$ cat config.mk
export PLATFORM = sky130hd
export DESIGN_NAME = e203_rst_seq
export DESIGN_NICKNAME = d
export VERILOG_FILES = /design/src/rtl/e203_rst_seq.sv
export SDC_FILE = /design/constraint.sdc
export NUM_CORES = 1
export LEC_CHECK = 0
export ABC_AREA = 0
export CORE_MARGIN = 2
export CORE_UTILIZATION = 45
export CTS_CLUSTER_DIAMETER = 50
export DETAILED_ROUTE_END_ITERATION = 8
export PLACE_DENSITY_LB_ADDON = 0.1
export SLEW_MARGIN = 20
export SYNTH_ARGS = -nofsm -noshare
export SYNTH_HDL_FRONTEND = slang
export SYNTH_SLANG_ARGS = --single-unit
$ cat constraint.sdc
create_clock -name clk -period 2.09 [get_ports clk]
set_clock_uncertainty 0.05 [all_clocks]
set_input_delay 0.418 -clock clk [delete_from_list [all_inputs] [get_ports clk]]
set_output_delay 0.418 -clock clk [all_outputs]
set_load 0.01 [all_outputs]
$ cat src/rtl/e203_rst_seq.sv
// Reset sequencer: conditions board button and PLL lock, then releases reset domains
// in ascending order; supports software full reset and debug reset of a domain subset.
module e203_rst_seq #(
   parameter int unsigned         NUM_DOM     = 3,
   parameter int unsigned         SYNC_STAGES = 2,
   parameter int unsigned         EXT_DEB     = 4,
   parameter int unsigned         LOCK_HOLD   = 16,
   parameter int unsigned         DOM_GAP     = 8,
   parameter logic [NUM_DOM-1:0]  DBG_MASK    = ~NUM_DOM'(1)
) (
   input  logic               clk,
   input  logic               reset,
   input  logic               ext_rst_n_i,
   input  logic               locked_i,
   input  logic               sw_rst_req_i,
   input  logic               dbg_rst_req_i,
   output logic [NUM_DOM-1:0] dom_rst_o,
   output logic [NUM_DOM-1:0] dom_rst_n_o,
   output logic               busy_o,
   output logic [3:0]         rst_cause_o
);

   localparam int unsigned DCW = $clog2(EXT_DEB + 1);
   localparam int unsigned HCW = $clog2(LOCK_HOLD + 1);
   localparam int unsigned GCW = $clog2(DOM_GAP + 1);

   localparam logic [NUM_DOM-1:0] ALL_ONES  = '1;
   localparam logic [NUM_DOM-1:0] FIRST_REL = ALL_ONES & ~NUM_DOM'(1);

   localparam logic [3:0] CAUSE_EXT  = 4'b0001;
   localparam logic [3:0] CAUSE_LOCK = 4'b0010;
   localparam logic [3:0] CAUSE_SW   = 4'b0100;
   localparam logic [3:0] CAUSE_DBG  = 4'b1000;

   typedef enum logic [1:0] {S_HOLD, S_RELEASE, S_RUN, S_DBG} state_e;

   state_e               state_q, state_d;
   logic [SYNC_STAGES-1:0] ext_sync_q, lock_sync_q;
   logic [DCW-1:0]       dcnt_q, dcnt_d;
   logic [HCW-1:0]       hcnt_q, hcnt_d;
   logic [GCW-1:0]       gcnt_q, gcnt_d;
   logic [NUM_DOM-1:0]   dom_q, dom_d, dom_n_q, dom_clr;
   logic [3:0]           cause_q, cause_d;
   logic                 busy_q, busy_d;
   logic                 arm_q, arm_d;
   logic                 ext_s, lock_s, ext_ok, good, gcnt_hit;

   assign ext_s    = ext_sync_q[SYNC_STAGES-1];
   assign lock_s   = lock_sync_q[SYNC_STAGES-1];
   // Assert path is immediate; release path waits for the debounce count.
   assign ext_ok   = ext_s && (dcnt_q == DCW'(EXT_DEB));
   assign good     = ext_ok && lock_s;
   assign gcnt_hit = (gcnt_q == GCW'(DOM_GAP - 1));
   assign dom_clr  = dom_q & (dom_q - NUM_DOM'(1));

   always_ff @(posedge clk or posedge reset) begin
      if (reset) begin
         state_q     <= S_HOLD;
         ext_sync_q  <= '0;
         lock_sync_q <= '0;
         dcnt_q      <= '0;
         hcnt_q      <= '0;
         gcnt_q      <= '0;
         dom_q       <= ALL_ONES;
         dom_n_q     <= '0;
         cause_q     <= '0;
         busy_q      <= 1'b1;
         arm_q       <= 1'b0;
      end else begin
         state_q     <= state_d;
         ext_sync_q  <= {ext_sync_q[SYNC_STAGES-2:0], ext_rst_n_i};
         lock_sync_q <= {lock_sync_q[SYNC_STAGES-2:0], locked_i};
         dcnt_q      <= dcnt_d;
         hcnt_q      <= hcnt_d;
         gcnt_q      <= gcnt_d;
         dom_q       <= dom_d;
         dom_n_q     <= ~dom_d;
         cause_q     <= cause_d;
         busy_q      <= busy_d;
         arm_q       <= arm_d;
      end
   end

   always_comb begin
      state_d = state_q;
      dom_d   = dom_q;
      cause_d = cause_q;
      hcnt_d  = '0;
      gcnt_d  = '0;
      arm_d   = 1'b0;
      dcnt_d  = dcnt_q;

      if (!ext_s)                         dcnt_d = '0;
      else if (dcnt_q != DCW'(EXT_DEB))   dcnt_d = dcnt_q + DCW'(1);

      if ((state_q != S_HOLD) && (!good || sw_rst_req_i)) begin
         state_d = S_HOLD;
         dom_d   = ALL_ONES;
         if (!ext_ok)       cause_d = CAUSE_EXT;
         else if (!lock_s)  cause_d = CAUSE_LOCK;
         else               cause_d = CAUSE_SW;
      end else begin
         unique case (state_q)
            S_HOLD: begin
               dom_d = ALL_ONES;
               if (good) begin
                  if (hcnt_q == HCW'(LOCK_HOLD - 1)) begin
                     dom_d   = FIRST_REL;
                     state_d = (FIRST_REL == '0) ? S_RUN : S_RELEASE;
                  end else begin
                     hcnt_d = hcnt_q + HCW'(1);
                  end
               end
            end
            S_RELEASE: begin
               if (gcnt_hit) begin
                  dom_d = dom_clr;
                  if (dom_clr == '0) state_d = S_RUN;
               end else begin
                  gcnt_d = gcnt_q + GCW'(1);
               end
            end
            S_RUN: begin
               dom_d = '0;
               if (dbg_rst_req_i && (DBG_MASK != '0)) begin
                  state_d = S_DBG;
                  cause_d = CAUSE_DBG;
               end
            end
            S_DBG: begin
               arm_d = 1'b1;
               // First DBG cycle asserts the masked domains, then they drain like RELEASE.
               if (!arm_q) begin
                  dom_d = dom_q | DBG_MASK;
               end else if (gcnt_hit) begin
                  dom_d = dom_clr;
                  if (dom_clr == '0) state_d = S_RUN;
               end else begin
                  gcnt_d = gcnt_q + GCW'(1);
               end
            end
            default: state_d = S_HOLD;
         endcase
      end

      busy_d = (state_d != S_RUN);
   end

   assign dom_rst_o   = dom_q;
   assign dom_rst_n_o = dom_n_q;
   assign busy_o      = busy_q;
   assign rst_cause_o = cause_q;

endmodule

### Word-level counts from Yosys, hierarchy flattened

Cells that the tools add are included.
Widths: inputs -> output; s select.

* register bits after elaboration: 30
* bits in latches: 0
* memory bits (writable): 0
* memory bits (read-only): 0
* input port bits: 6
* output and inout port bits: 11
* word-level logic and storage cells: 68
* memories: 0

* add/subtract/negate cells: 4
* $mul: 0
* divide/modulo/power cells: 0
* magnitude comparators: 0
* eq/ne operators: 9
* shift operators: 0
* muxes and demuxes: 31
* bitwise logic cells: 2
* reduce and logical (&&, ||, !) cells: 11

Operators by type and width (number)
* $mux 4: 6
* $mux 3: 7
* $mux 5: 4
* $mux 2: 7
* $pmux 3 s4: 1
* $pmux 2 s4: 1
* $pmux 4 s2: 1
* $reduce_bool 2->1: 3
* $add 5x1->5 const B: 1
* $eq 5x4->1 const B: 1
* $add 4x1->4 const B: 1
* $eq 2x2->1 const B: 2
* $eq 4x3->1 const B: 1
* $mux 1: 4
* $add 3x1->3 const B: 1
* $and 3x3->3: 1
* $eq 3x3->1 const B: 1
* $logic_and 1x1->1: 3
* $logic_not 3->1: 1
* $ne 3x3->1 const B: 1
* $not 3->3: 1
* $sub 3x1->3 const B: 1
* $eq 2x1->1 const B: 1
* $logic_not 2->1: 1
* 5 further kinds: 5

### Longest topological paths before layout

* depth in word-level cells: 9
* gate-level depth with buffers: 6
* gate-level depth less buffers: 6

### Worst setup path before layout

OpenSTA, ideal clock, no wires.

* kind: register to register
* start point: reg dcnt_q[0]
* end point: reg dom_q[1], in the netlist dom_rst_o[1]
* setup time: 0.088 ns
* arrival time: 1.379 ns
* data required time: 1.952 ns
* path slack: 0.573 ns
* stages on the path, launching flop included: 6
* path buffers: 0
* period minus slack after synthesis: 1.517 ns
* cells stage by stage: dfrtp_1 > inv_1 > ha_1 > nand4_4 > nand2b_4 > or3_1

* cells in the longest elaborated chain, start to end: 7

RTL lines
* from (decl): line 39 `logic [DCW-1:0] dcnt_q, dcnt_d;`
* from (signal assigned): line 73 `dcnt_q <= dcnt_d;`
* $eq 3x3->1: line 51 `assign ext_ok = ext_s && (dcnt_q == DCW'(EXT_DEB));`
* $logic_and 1x1->1: line 51
* $logic_and 1x1->1: line 52 `assign good = ext_ok && lock_s;`
* $logic_not 1->1: line 96 `if ((state_q != S_HOLD) && (!good || sw_rst_req_i)) begin`
* $logic_or 1x1->1: line 96
* $logic_and 1x1->1: line 96
* $mux 3: line 96
* named net dom_d[1]: line 42 `logic [NUM_DOM-1:0] dom_q, dom_d, dom_n_q, dom_clr;`
* to (signal assigned): line 76 `dom_q <= dom_d;`
* to (decl): line 42

The timed path passes the listed nets, and every way through them passes these cells.
A chain may end at the register's enable or synchronous reset.

### Worst setup path in the final report

* start point: reg dom_q[0], in the netlist dom_rst_o[0]
* end point: out dom_rst_o[0]

RTL lines
* to (decl): line 17 `output logic [NUM_DOM-1:0] dom_rst_o,`

No word-level cell between the ends.

==> flow_summary.json <==
{
  "synth_edf_count": 0,
  "p_leak_nw": 0.7139,
  "wl_microns": 2403,
  "avgSynthCellArea_sq_um": 10.84,
  "synthesis.area_sq_um": 1366,
  "drtIter0Drc": 52,
  "hold_violations": 0,
  "drc_errors": 0,
  "startpoint_type": "register",
  "powerDensity_nw_per_um2": 663.5,
  "cap_violations": 0,
  "n_antenna_cell": 0,
  "cts_made_buffers": 5,
  "die-area_sq_um": 3493,
  "ys_seq_elements": 30,
  "setup_viol": 0,
  "die_width_microns": 59.10,
  "max_stage_delay_ns": 0.60,
  "post_cts_resized": 0,
  "gp_congestion": 0.7766,
  "vias": 977,
  "critical_path.top_delay_family": "flip-flops",
  "antenna_found_initial": 0,
  "ant_nets": 0,
  "hp-class": "reg -> reg",
  "clk_pin_slew_ns": 0.09,
  "critical_path.max_fanout": 7,
  "grt_usage_pct": 17.04,
  "rows": 19,
  "pre_cts_ws_ns": 0.2910,
  "status": "complete, no violations",
  "die_h_microns": 59.10,
  "syn_to_final_growth_pct": 19.32,
  "slowest_stage": "dfstp_2",
  "period_minus_slack_ns": 1.947,
  "initial_core_util_pct": 48.30,
  "grt_pass1_vias": 963,
  "critical_path_class": "reg -> out",
  "slew_headroom_pct": 56.99,
  "netlist_instances": 126,
  "tritoncts": "done",
  "rsz0062_at_grt": "false",
  "setup_ws_ns": 0.1427,
  "clkLatencyLatePin_ns": 0.32,
  "synth_ff_type": "dfrtp_1",
  "drive_gt1_share_pct": 12.84,
  "crit_buf_inv": 1,
  "yosys.cell_types.count": 41,
  "synth_fp_nets": 136,
  "ctsLongestPathBuffers": 2,
  "io_pins": 17,
  "port_buffers": 16,
  "cp_cell_sequence": "clkdlybuf4s50_1",
  "cp.arrival_ns": 1.48,
  "setup_tns_ns": 0,
  "required_ns": 1.62,
  "grt_pass1_wl_microns": 4395,
  "layout_common_cells": "26 x dfrtp_1, 16 x clkdlybuf4s50_1, 14 x nor2_1",
  "final_common_cell": "dfrtp_1",
  "coreArea_sq_um": 2829,
  "synth-seq-area-share_pct": 55.31,
  "worstSetupEndpointType": "output pin",
  "firstDrtPassIters": 4,
  "final.period_utilization_pct": 93.17,
  "htreeDepth": 2,
  "tightest_slew_ns": 0.6452,
  "grt_remaining_overflow": 0,
  "grt_max_degree": 31,
  "worst_ir_drop_vdd_mv": 0.4376,
  "synth_warnings": 0,
  "cts_hold_buf": 0,
  "cts_root_buffer": "clkbuf_4",
  "nets": 157,
  "wl_per_cell_microns": 13.42,
  "hpwl_microns": 1650,
  "numClockSinks": 30,
  "maxClockFrequency_mhz": 513.5,
  "vias_per_cell": 5.458,
  "drv_slew": 0,
  "async_flop_share_pct": 100.0,
  "cts_setup_buffers": 0
}
-- cells in the mapped netlist, types with 2 or more instances --
cell	n	area, sq um
dfrtp_1	26	650.6
nor2_1	14	52.55
nand2_1	10	37.54
inv_1	7	26.28
o21ai_0	6	30.03
a21oi_1	5	25.02
nand3_1	5	25.02
dfstp_2	4	105.1
ha_1	4	50.05
nor3_1	4	20.02
a31oi_1	3	18.77
and3_1	3	18.77
xnor2_1	3	26.28
buf_2	2	10.01
nand3b_1	2	15.01
o21a_1	2	15.01
o21ai_1	2	10.01
-- worst paths after layout --
check	end	depth (start not counted)	from	slack (ns)
worst max-delay path	dom_rst_o[0]	1	dom_rst_o[0]	0.14
worst min-delay path	ext_sync_q[1]	0	ext_sync_q[0]	0.30
worst max register to register	gcnt_q[0]	6	dcnt_q[0]	0.42
worst min register to register	ext_sync_q[1]	0	ext_sync_q[0]	0.30
max in group asynchronous	dom_rst_o[0]	3	reset	1.28
min in group asynchronous	hcnt_q[2]	3	reset	0.40
-- flip-flops by register name, indices dropped and copies added, names as in the netlist, 3 cells and up --
register and flops:
dom_rst_o 3, dom_rst_n_o 3, hcnt_q 5, rst_cause_o 4
dcnt_q 3, gcnt_q 4
-- per-stage QoR --
step	utilization [%]	hold WS, ns	instance area (sq um)	total power, mW	instances
after floorplan	-	0.2812	1366	0.6540	126
after global placement	54.84	0.2844	1551	0.6747	171
after detailed placement	54.84	0.2881	1551	0.6782	171
after CTS	57.63	0.3078	1630	1.100	179
after global routing	57.63	0.3217	1630	1.133	179
final	57.63	0.3038	1630	1.082	179
-- metal layers --
layer	wire length, microns	vias to the layer above	global-route usage, %
li1	-	481	-
met4	47	0	5.844
met3	132	6	6.114
met2	1058	29	25.71
met5	0	-	0
met1	1165	461	22.77
-- where the power goes --
part           total (mW)  internal (mW)  switching [mW]
clock network       0.416          0.230           0.187
logic              0.0620         0.0257          0.0363
registers           0.603          0.592          0.0113
total                1.08          0.847           0.234
-- final cells by class --
cell class,instances,area [sq um]
sequential,30,755.7
tap,31,38.79
inverter,7,26.28
fill,253,1199
timing repair buffer,17,167.7
multi-input combinational,86,563.0
clock buffer,8,78.83
-- cells by family after synthesis --
| group | synth area share, % |
|---|---|
| simple gates | 22.99 |
| flops | 55.31 |
| compound gates | 12.64 |
| buf+inv | 3.480 |
| fa+ha+maj | 3.663 |
| xor+xnor | 1.923 |
Power figures use the tool's default switching activity.
